### src/rtl/bp_cce_pending_write_arbiter_if.sv
// Handshake and write-port bundle for the pending-bit write arbiter.
// The master side is the CCE request/response logic, and the slave side is the arbiter.
interface bp_cce_pending_write_arbiter_if #(
  parameter int paddr_width_p = 40
);
  logic                     inc_v_i;
  logic [paddr_width_p-1:0] inc_addr_i;
  logic                     inc_ready_o;
  logic                     dec_v_i;
  logic [paddr_width_p-1:0] dec_addr_i;
  logic                     dec_ready_o;
  logic                     sweep_i;
  logic                     sweep_busy_o;
  logic                     w_v_o;
  logic [paddr_width_p-1:0] w_addr_o;
  logic                     w_addr_bypass_hash_o;
  logic                     pending_o;
  logic                     clear_o;
  logic [15:0]              outstanding_o;
  logic                     underflow_o;

  modport master (
    output inc_v_i, inc_addr_i, dec_v_i, dec_addr_i, sweep_i,
    input  inc_ready_o, dec_ready_o, sweep_busy_o, w_v_o, w_addr_o,
           w_addr_bypass_hash_o, pending_o, clear_o, outstanding_o, underflow_o
  );

  modport slave (
    input  inc_v_i, inc_addr_i, dec_v_i, dec_addr_i, sweep_i,
    output inc_ready_o, dec_ready_o, sweep_busy_o, w_v_o, w_addr_o,
           w_addr_bypass_hash_o, pending_o, clear_o, outstanding_o, underflow_o
  );
endinterface

### src/rtl/bp_cce_pending_write_arbiter.sv
// Pending-bit write arbiter: merges LCE increments, buffered memory-response
// decrements and a hardware clear sweep into one pending-bit write per cycle.
// Optional feature macro: BP_CCE_PENDING_TRACK_EN (outstanding count and underflow flag).
module bp_cce_pending_write_arbiter #(
  parameter int paddr_width_p    = 40,
  parameter int num_way_groups_p = 8,
  parameter int dec_fifo_els_p   = 4
) (
  input logic                           clk_i,
  input logic                           reset_n_i,
  bp_cce_pending_write_arbiter_if.slave bus
);

  localparam int lg_num_way_groups_lp = (num_way_groups_p > 1) ? $clog2(num_way_groups_p) : 1;
  localparam int ptr_w_lp = $clog2(dec_fifo_els_p);
  localparam int cnt_w_lp = $clog2(dec_fifo_els_p + 1);

  typedef enum logic {e_sweep = 1'b0, e_ready = 1'b1} state_e;

  state_e state_q, state_d;

  logic [lg_num_way_groups_lp-1:0] sweep_cnt_q;
  logic [paddr_width_p-1:0]        fifo_mem_q [dec_fifo_els_p];
  logic [ptr_w_lp-1:0]             rd_ptr_q, wr_ptr_q;
  logic [cnt_w_lp-1:0]             count_q;

  logic                     fifo_full, fifo_empty;
  logic                     enq, deq, inc_fire, sweep_accept, sweep_last;
  logic [paddr_width_p-1:0] fifo_head, sweep_addr;

  logic                     w_v, w_bypass, w_pending, w_clear;
  logic [paddr_width_p-1:0] w_addr;
  logic                     inc_ready, dec_ready, sweep_busy;

  function automatic logic [ptr_w_lp-1:0] ptr_next(input logic [ptr_w_lp-1:0] p);
    return (p == ptr_w_lp'(dec_fifo_els_p - 1)) ? '0 : p + 1'b1;
  endfunction

  assign fifo_full    = (count_q == cnt_w_lp'(dec_fifo_els_p));
  assign fifo_empty   = (count_q == '0);
  assign fifo_head    = fifo_mem_q[rd_ptr_q];
  assign sweep_last   = (sweep_cnt_q == lg_num_way_groups_lp'(num_way_groups_p - 1));
  // A full FIFO takes precedence over increments so decrements can never starve.
  assign inc_fire     = (state_q == e_ready) & ~fifo_full & bus.inc_v_i;
  assign deq          = (state_q == e_ready) & (fifo_full | (~bus.inc_v_i & ~fifo_empty));
  assign enq          = (state_q == e_ready) & ~fifo_full & bus.dec_v_i;
  // Sweep is only taken when nothing else wants the write port; requests are not queued.
  assign sweep_accept = (state_q == e_ready) & fifo_empty & ~bus.inc_v_i & bus.sweep_i;

  // Zero-extend the sweep index onto the address bus.
  always_comb begin
    sweep_addr = '0;
    sweep_addr[lg_num_way_groups_lp-1:0] = sweep_cnt_q;
  end

  // State register.
  always_ff @(posedge clk_i or negedge reset_n_i) begin
    if (!reset_n_i) state_q <= e_sweep;
    else            state_q <= state_d;
  end

  // Next-state logic.
  always_comb begin
    state_d = state_q;
    case (state_q)
      e_sweep: if (sweep_last)   state_d = e_ready;
      e_ready: if (sweep_accept) state_d = e_sweep;
      default: state_d = e_sweep;
    endcase
  end

  // Output decode: write port mux and handshake readies.
  always_comb begin
    w_v        = 1'b0;
    w_addr     = '0;
    w_bypass   = 1'b0;
    w_pending  = 1'b0;
    w_clear    = 1'b0;
    inc_ready  = 1'b0;
    dec_ready  = 1'b0;
    sweep_busy = 1'b0;
    case (state_q)
      e_sweep: begin
        sweep_busy = 1'b1;
        w_v        = 1'b1;
        w_clear    = 1'b1;
        w_bypass   = 1'b1;
        w_addr     = sweep_addr;
      end
      e_ready: begin
        dec_ready = ~fifo_full;
        if (fifo_full) begin
          w_v    = 1'b1;
          w_addr = fifo_head;
        end else if (bus.inc_v_i) begin
          inc_ready = 1'b1;
          w_v       = 1'b1;
          w_pending = 1'b1;
          w_addr    = bus.inc_addr_i;
        end else if (!fifo_empty) begin
          w_v    = 1'b1;
          w_addr = fifo_head;
        end
      end
      default: ;
    endcase
  end

  // Sweep index: walks 0..num_way_groups_p-1, restarts on an accepted request.
  always_ff @(posedge clk_i or negedge reset_n_i) begin
    if (!reset_n_i) begin
      sweep_cnt_q <= '0;
    end else if (state_q == e_sweep) begin
      sweep_cnt_q <= sweep_last ? '0 : sweep_cnt_q + 1'b1;
    end else if (sweep_accept) begin
      sweep_cnt_q <= '0;
    end
  end

  // Decrement FIFO storage; contents are meaningless until the count covers them.
  always_ff @(posedge clk_i) begin
    if (enq) fifo_mem_q[wr_ptr_q] <= bus.dec_addr_i;
  end

  // Decrement FIFO pointers and occupancy.
  always_ff @(posedge clk_i or negedge reset_n_i) begin
    if (!reset_n_i) begin
      rd_ptr_q <= '0;
      wr_ptr_q <= '0;
      count_q  <= '0;
    end else begin
      if (enq) wr_ptr_q <= ptr_next(wr_ptr_q);
      if (deq) rd_ptr_q <= ptr_next(rd_ptr_q);
      case ({enq, deq})
        2'b10:   count_q <= count_q + 1'b1;
        2'b01:   count_q <= count_q - 1'b1;
        default: count_q <= count_q;
      endcase
    end
  end

`ifdef BP_CCE_PENDING_TRACK_EN
  logic [15:0] outstanding_q;
  logic        underflow_q;

  // Net increment/decrement tracking; a decrement at zero flags a sticky underflow.
  always_ff @(posedge clk_i or negedge reset_n_i) begin
    if (!reset_n_i) begin
      outstanding_q <= '0;
      underflow_q   <= 1'b0;
    end else if (state_q == e_sweep) begin
      outstanding_q <= '0;
    end else if (inc_fire) begin
      outstanding_q <= outstanding_q + 16'd1;
    end else if (deq) begin
      if (outstanding_q == '0) underflow_q   <= 1'b1;
      else                     outstanding_q <= outstanding_q - 16'd1;
    end
  end

  assign bus.outstanding_o = outstanding_q;
  assign bus.underflow_o   = underflow_q;
`else
  assign bus.outstanding_o = '0;
  assign bus.underflow_o   = 1'b0;
`endif

  assign bus.w_v_o                = w_v;
  assign bus.w_addr_o             = w_addr;
  assign bus.w_addr_bypass_hash_o = w_bypass;
  assign bus.pending_o            = w_pending;
  assign bus.clear_o              = w_clear;
  assign bus.inc_ready_o          = inc_ready;
  assign bus.dec_ready_o          = dec_ready;
  assign bus.sweep_busy_o         = sweep_busy;

endmodule

### src/flat_wrapper.sv
// flat-port wrapper written by rule: the top's interface ports become plain ports
module bp_cce_pending_write_arbiter_flat 
#(
  parameter int paddr_width_p    = 40,
  parameter int num_way_groups_p = 8,
  parameter int dec_fifo_els_p   = 4
)
  (clk_i, reset_n_i, bus_inc_v_i, bus_inc_addr_i, bus_dec_v_i, bus_dec_addr_i, bus_sweep_i, bus_inc_ready_o, bus_dec_ready_o, bus_sweep_busy_o, bus_w_v_o, bus_w_addr_o, bus_w_addr_bypass_hash_o, bus_pending_o, bus_clear_o, bus_outstanding_o, bus_underflow_o);
  bp_cce_pending_write_arbiter_if #(.paddr_width_p(paddr_width_p)) bus_i ();
  input logic clk_i;
  input logic reset_n_i;
  input wire logic [$bits(bus_i.inc_v_i)-1:0] bus_inc_v_i;
  input wire logic [$bits(bus_i.inc_addr_i)-1:0] bus_inc_addr_i;
  input wire logic [$bits(bus_i.dec_v_i)-1:0] bus_dec_v_i;
  input wire logic [$bits(bus_i.dec_addr_i)-1:0] bus_dec_addr_i;
  input wire logic [$bits(bus_i.sweep_i)-1:0] bus_sweep_i;
  output wire logic [$bits(bus_i.inc_ready_o)-1:0] bus_inc_ready_o;
  output wire logic [$bits(bus_i.dec_ready_o)-1:0] bus_dec_ready_o;
  output wire logic [$bits(bus_i.sweep_busy_o)-1:0] bus_sweep_busy_o;
  output wire logic [$bits(bus_i.w_v_o)-1:0] bus_w_v_o;
  output wire logic [$bits(bus_i.w_addr_o)-1:0] bus_w_addr_o;
  output wire logic [$bits(bus_i.w_addr_bypass_hash_o)-1:0] bus_w_addr_bypass_hash_o;
  output wire logic [$bits(bus_i.pending_o)-1:0] bus_pending_o;
  output wire logic [$bits(bus_i.clear_o)-1:0] bus_clear_o;
  output wire logic [$bits(bus_i.outstanding_o)-1:0] bus_outstanding_o;
  output wire logic [$bits(bus_i.underflow_o)-1:0] bus_underflow_o;
  assign bus_i.inc_v_i = bus_inc_v_i;
  assign bus_i.inc_addr_i = bus_inc_addr_i;
  assign bus_i.dec_v_i = bus_dec_v_i;
  assign bus_i.dec_addr_i = bus_dec_addr_i;
  assign bus_i.sweep_i = bus_sweep_i;
  assign bus_inc_ready_o = bus_i.inc_ready_o;
  assign bus_dec_ready_o = bus_i.dec_ready_o;
  assign bus_sweep_busy_o = bus_i.sweep_busy_o;
  assign bus_w_v_o = bus_i.w_v_o;
  assign bus_w_addr_o = bus_i.w_addr_o;
  assign bus_w_addr_bypass_hash_o = bus_i.w_addr_bypass_hash_o;
  assign bus_pending_o = bus_i.pending_o;
  assign bus_clear_o = bus_i.clear_o;
  assign bus_outstanding_o = bus_i.outstanding_o;
  assign bus_underflow_o = bus_i.underflow_o;
  bp_cce_pending_write_arbiter #(.paddr_width_p(paddr_width_p), .num_way_groups_p(num_way_groups_p), .dec_fifo_els_p(dec_fifo_els_p)) u_core (.clk_i(clk_i), .reset_n_i(reset_n_i), .bus(bus_i));
endmodule
### config.mk
export PLATFORM = sky130hd
export DESIGN_NAME = bp_cce_pending_write_arbiter_flat
export DESIGN_NICKNAME = d
export VERILOG_FILES = /design/src/rtl/bp_cce_pending_write_arbiter_if.sv /design/src/rtl/bp_cce_pending_write_arbiter.sv /design/src/flat_wrapper.sv
export SDC_FILE = /design/constraint.sdc
export NUM_CORES = 1
export LEC_CHECK = 0
export BUFFER_PORTS_ARGS = -buffer_cell sky130_fd_sc_hd__buf_2
export CAP_MARGIN = 20
export CELL_PAD_IN_SITES_DETAIL_PLACEMENT = 1
export CELL_PAD_IN_SITES_GLOBAL_PLACEMENT = 2
export CORE_ASPECT_RATIO = 1.1
export CORE_MARGIN = 2
export CORE_UTILIZATION = 30
export CTS_BUF_LIST = sky130_fd_sc_hd__clkbuf_4
export CTS_CLUSTER_DIAMETER = 100
export DETAILED_ROUTE_END_ITERATION = 6
export PLACE_DENSITY = 0.66
export RECOVER_POWER = 100
export SYNTH_ARGS = -nofsm -noshare
export SYNTH_HDL_FRONTEND = slang
export SYNTH_SLANG_ARGS = --single-unit
### constraint.sdc
create_clock -name clk_i -period 5.7 [get_ports clk_i]
set_clock_uncertainty 0.1 [all_clocks]
set_input_delay 0.57 -clock clk_i [delete_from_list [all_inputs] [get_ports clk_i]]
set_output_delay 0.57 -clock clk_i [all_outputs]
set_load 0.01 [all_outputs]
# [Yosys cells after proc, flatten, opt, wreduce, memory -nomap -nowiden]
# Memory sizes are Yosys's and may differ from the RTL's.
# Index checks and enable logic that the tools add are counted.
[word_totals] regBits=11 mem_bits_rw=160 input_bits=85 mem_count=1
[classes] n_addsub=5 eq_ne=7 n_mux=24 n_bitwise=12 reduce_logical=2
[memory_table] memory="u_core.fifo_mem_q" depth=4 width=40 read_ports=1 rd_ports_with_merged_regs=0 wr=1 line_no="bp_cce_pending_write_arbiter.sv:23" source="logic [paddr_width_p-1:0] fifo_mem_q [dec_fifo_els_p];"
[op_table] operator="$mux 40" n=3
[op_table] operator="$pmux 40 s2" n=1
[op_table] operator="$mux 1" n=12
[op_table] operator="$mux 3" n=3
[op_table] operator="$and 1x1->1" n=7
[op_table] operator="$add 3x1->3 const B" n=2
[op_table] operator="$eq 2x2->1 const B" n=3
[op_table] operator="$eq 3x3->1 const B" n=2
[op_table] operator="$pmux 3 s2" n=1
[op_table] operator="$add 2x1->2 const B" n=2
[op_table] operator="$mux 2" n=2
[op_table] operator="$not 1->1" n=4
[op_table] operator="$pmux 1 s2" n=2
[op_table] operator="$logic_not 3->1" n=1
[op_table] operator="$sub 3x1->3 const B" n=1
[op_table] operator="$eq 2x1->1 const B" n=1
[op_table] operator="$ne 2x2->1 const B" n=1
[op_table] operator="$reduce_bool 2->1" n=1
[op_table] operator="$or 1x1->1" n=1

# [Longest topological paths before layout]
[depth] ltp_word=7 depth_mapped=10 ltp_nobuf=9

# [Worst setup path before layout]
# No wires, ideal clock.
[synth_timing] kind="flip-flop to flip-flop" start="register u_core.count_q[0]" end="register u_core.count_q[2]" arrival_time_ps=2322 required_ps=5521 setup_slack_ps=3199 stages_incl_launch_ff=10 n_path_buf=1 path_cell_list="dfrtp_1 or3b_4 a21oi_2 buf_2 ha_1 inv_1 fa_1 xor2_1 nor2_1 xor2_1"
[synth_between] elab_chain_cells=7
[synth_lines] item="start: declaration" line_no="bp_cce_pending_write_arbiter.sv:25" source="logic [cnt_w_lp-1:0] count_q;"
[synth_lines] item="start signal: assignment" line_no="bp_cce_pending_write_arbiter.sv:135" source="2'b10: count_q <= count_q + 1'b1;"
[synth_lines] item="start signal: assignment" line_no="bp_cce_pending_write_arbiter.sv:136" source="2'b01: count_q <= count_q - 1'b1;"
[synth_lines] item="start signal: assignment" line_no="bp_cce_pending_write_arbiter.sv:137" source="default: count_q <= count_q;"
[synth_lines] item="$logic_not 3->1" line_no="bp_cce_pending_write_arbiter.sv:40" source="assign fifo_empty = (count_q == '0);"
[synth_lines] item="$not 1->1" line_no="bp_cce_pending_write_arbiter.sv:45" source="assign deq = (state_q == e_ready) & (fifo_full | (~bus.inc_v_i & ~fifo_empty));"
[synth_lines] item="$and 1x1->1" line_no="bp_cce_pending_write_arbiter.sv:45"
[synth_lines] item="$or 1x1->1 *" line_no="bp_cce_pending_write_arbiter.sv:45"
[synth_lines] item="$and 1x1->1 *" line_no="bp_cce_pending_write_arbiter.sv:45"
[synth_lines] item="named net u_core.deq" line_no="bp_cce_pending_write_arbiter.sv:28" source="logic enq, deq, inc_fire, sweep_accept, sweep_last;"
[synth_lines] item="$eq 2x1->1 or $eq 2x2->1 (tied branches)" line_no="bp_cce_pending_write_arbiter.sv:134" source="case ({enq, deq})"
[synth_lines] item="$pmux 3 s2 or $reduce_bool 2->1 (tied branches)"
# Mark *: on every way through the listed nets, which the timed path passes. The rest lies on a longest branch.
# A chain may end at the register's enable or synchronous reset.

# [Worst setup path after layout]
[layout_timing] start="register u_core.count_q[2]" end="memory u_core.fifo_mem_q[2][25], enable pin"
[layout_between] elab_chain_cells=6
[layout_lines] item="$eq 3x3->1" line_no="bp_cce_pending_write_arbiter.sv:39" source="assign fifo_full = (count_q == cnt_w_lp'(dec_fifo_els_p));"
[layout_lines] item="$not 1->1"
[layout_lines] item="$and 1x1->1 (2 in a row)" line_no="bp_cce_pending_write_arbiter.sv:46" source="assign enq = (state_q == e_ready) & ~fifo_full & bus.dec_v_i;"
[layout_lines] item="$mux 1" line_no="bp_cce_pending_write_arbiter.sv:122" source="if (enq) fifo_mem_q[wr_ptr_q] <= bus.dec_addr_i;"
[layout_lines] item="$mux 1 (not written as such)" line_no="bp_cce_pending_write_arbiter.sv:122"
[layout_lines] item="end: declaration" line_no="bp_cce_pending_write_arbiter.sv:23"
# No other way between the ends.

==> summary.txt <==
Hold Path Class: in -> reg
met2 Resource Use GR: 0.215
Final Cell Area: 8050 sq um
CP endpoint kind: flip-flop
RD Place Congestion: 0.681
I/O Pins: 149
# fillers: 2,354
vias in the first global route: 3,945
Slew Viols, Final: 106
grt ovf: 0
post-route minimum period: 4070 ps
Synth Area in Compound Gates: 0.0581
delay of the slowest cell on the worst path: 1290 ps
Setup-failing EPs final: 0
period utilisation layout: 0.714
final hold vios: 0
area share of fa/ha/maj cells after synthesis: 0.0172
post-synthesis simple-gate area fraction: 0.0154
kind of cell adding the most delay to the critical path: simple AND/OR/NAND/NOR gates
Sinks on Clock Net: 171
maxcap violations: 5
Area growth, synth to finish: 15.3%
Worst EP arrival: 4100 ps
core footprint: 22,900 sq um
synthesized area: 6980 sq um
status: finished with violations
Netlist cell types: 29
setup TNS: 0 ps
Avg Inst Size Synth: 20.5 sq um
Fmax: 246 MHz
sequential share of the synthesized area: 0.728
worst hold slack: 179 ps
first-pass GRT wire length: 21,700 um
layout cells sized above 1: 0.261
Power Dens Cells: 456 nW/um^2
Routed wire per std cell: 18.2 um
kind of start point of the critical path: flip-flop
largest net degree at the start of global routing: 44
hpwl dp: 9360 um
CP max FO: 22
Critical Path RT: 5740 ps
gr usage total: 0.121
largest area contributor in the netlist: edfxtp_1
routing usage on met3: 0.0286
CTS tree: built
Final Power: 3.67 mW
Root Buffer: clkbuf_4
slowest cell on the critical path: clkbuf_1
number of synthesis warnings: 0
final wirelength: 14,300 um
DR DRC count: 0
Starting Density: 0.305
DRT Pass-1 Iters: 4
CTS Buf Count: 17
DR vias: 3,629
commonest non-fill, non-tap cell in the layout: edfxtp_1
CTS Buffer Depth: 2
R2R depth: 4
WS Path Type: reg -> reg
layer with the highest usage: met2
post-CTS setup buffers: 0
Detail Route Antenna Nets: 0
Die W: 149 um
Worst-Margin Slew: 1770 ps
Synth area leaders: edfxtp_1, mux4_2, a22o_1, dfrtp_1, buf_4
Rows: 58
DIE AREA: 24,500 sq um
Reg clk slew, reported paths: 150 ps
PortBufs: 131
Mapped Cells: 341
hold path cells: 1
Synth top area share: 0.688
largest family of logic cells by synthesized area: multiplexers
CP Cell Sequence: or3b_1 -> and3_1 -> and2_0 -> clkbuf_1
Vias/cell: 4.61
H-tree Lvls: 4
final net count: 568
Worst-Skew Late Latency: 530 ps
RSZ-0062 raised after global routing: false
dpl cells: 754
failing checks: max-capacitance violations, max-slew violations
Crit path depth: 4
most frequent cells in the layout: edfxtp_1, clkbuf_1, buf_2
EDFF count, synth: 160
#FFs+latches synth: 171
multiplexer share of the synthesized area: 0.137
xor and xnor fraction of the mapped netlist area: 0.00376
final non-filler cell total: 787
initial DRC count: 206
GR Layer Usage met1: 0.145
Worst Path Buf+Inv: 1
Die H: 164 um
top_reg_cell synth: edfxtp_1
relative slew slack: -0.179
leakage: 2.69 nW
Async SR Flop Fraction: 0.0643
initial antenna violation count: 0
Worst IR Drop VDD: 0.000148 V
DP Area: 7940 sq um
ant diodes: 0
[layout make-up]
class	instances	area, sq um	area share
Sequential cell	171	5080	0.632
Multi-Input combinational cell	139	1680	0.209
Timing Repair Buffer	138	601	0.0746
Tap cell	300	375	0.0466
Clock buffer	19	143	0.0177
Clock inverter	13	141	0.0176
Inverter	7	26.3	0.00326
[synthesized netlist by cell type, drive strengths merged, types with 2 or more instances]
library cell,count
edfxtp,160
mux4,40
a22o,39
buf,33
dfrtp,11
ha,8
clkbuf,7
inv,7
and2,5
mux2,5
nor2,4
a221o,3
nor2b,3
a21oi,2
and3,2
nand2,2
xor2,2
[registers in the layout (all words and copies together) (netlist names)]
signal              cells
u_core.state_q          1
u_core.rd_ptr_q         2
u_core.wr_ptr_q         2
u_core.fifo_mem_q     160
u_core.count_q          3
u_core.sweep_cnt_q      3
[worst paths after layout]
| path | from | endpoint | slack (ps) |
|---|---|---|---|
| setup reg to reg | u_core.count_q[2]$_DFFE_PN0P_ | u_core.fifo_mem_q[2][25]$_DFFE_PP_ | 1630 |
| setup / recovery | u_core.count_q[2]$_DFFE_PN0P_ | u_core.fifo_mem_q[2][25]$_DFFE_PP_ | 1630 |
| hold / removal | bus_dec_addr_i[18] | u_core.fifo_mem_q[3][18]$_DFFE_PP_ | 180 |
| min in group asynchronous | reset_n_i | u_core.rd_ptr_q[0]$_DFFE_PN0P_ | 440 |
| max in group asynchronous | reset_n_i | u_core.rd_ptr_q[0]$_DFFE_PN0P_ | 4610 |
| hold reg to reg | u_core.count_q[2]$_DFFE_PN0P_ | u_core.count_q[2]$_DFFE_PN0P_ | 410 |
[repair_timing]
item                      4_1_cts  5_1_grt
hold buffers                    1        0
gates resized for setup         0        0
hold endpoints to repair       11        0
[worst reg2reg max path, cell delays in order, from the launching register on]
cell	delay, ps
dfrtp_1	430
or3b_1	260
and3_1	320
and2_0	1260
clkbuf_1	1290
[metrics by stage]
| step | setup WS, ps | util |
|---|---|---|
| final | 1630 | 0.352 |
| after global routing | 1220 | 0.352 |
| after CTS | 2220 | 0.360 |
| after detailed placement | 2740 | 0.347 |
| after global placement | 2860 | 0.343 |
| after floorplan | 3200 | - |
[logic make-up (layout without fill, tap and decap cells)]
group	Yosys count	count (layout)
compound gates	47	47
xor+xnor	3	3
fa+ha+maj	9	9
buf+inv	47	177
flops	171	171
mux	45	45
other cells	1	17
simple gates	18	18
[layer usage]
metal,vias up,share of wire
li1,1631,-
met1,1872,0.41
met2,116,0.52
met3,10,0.050
met4,0,0.011
met5,-,0
[power by group]
part           leakage [nW]  internal, mW  switching (mW)
clock network         0.155         0.274           0.416
logic                 0.951         0.588           0.621
registers              1.58          1.59           0.185
total                  2.69          2.45            1.22
No activity file was read; power rests on OpenSTA's default activity.
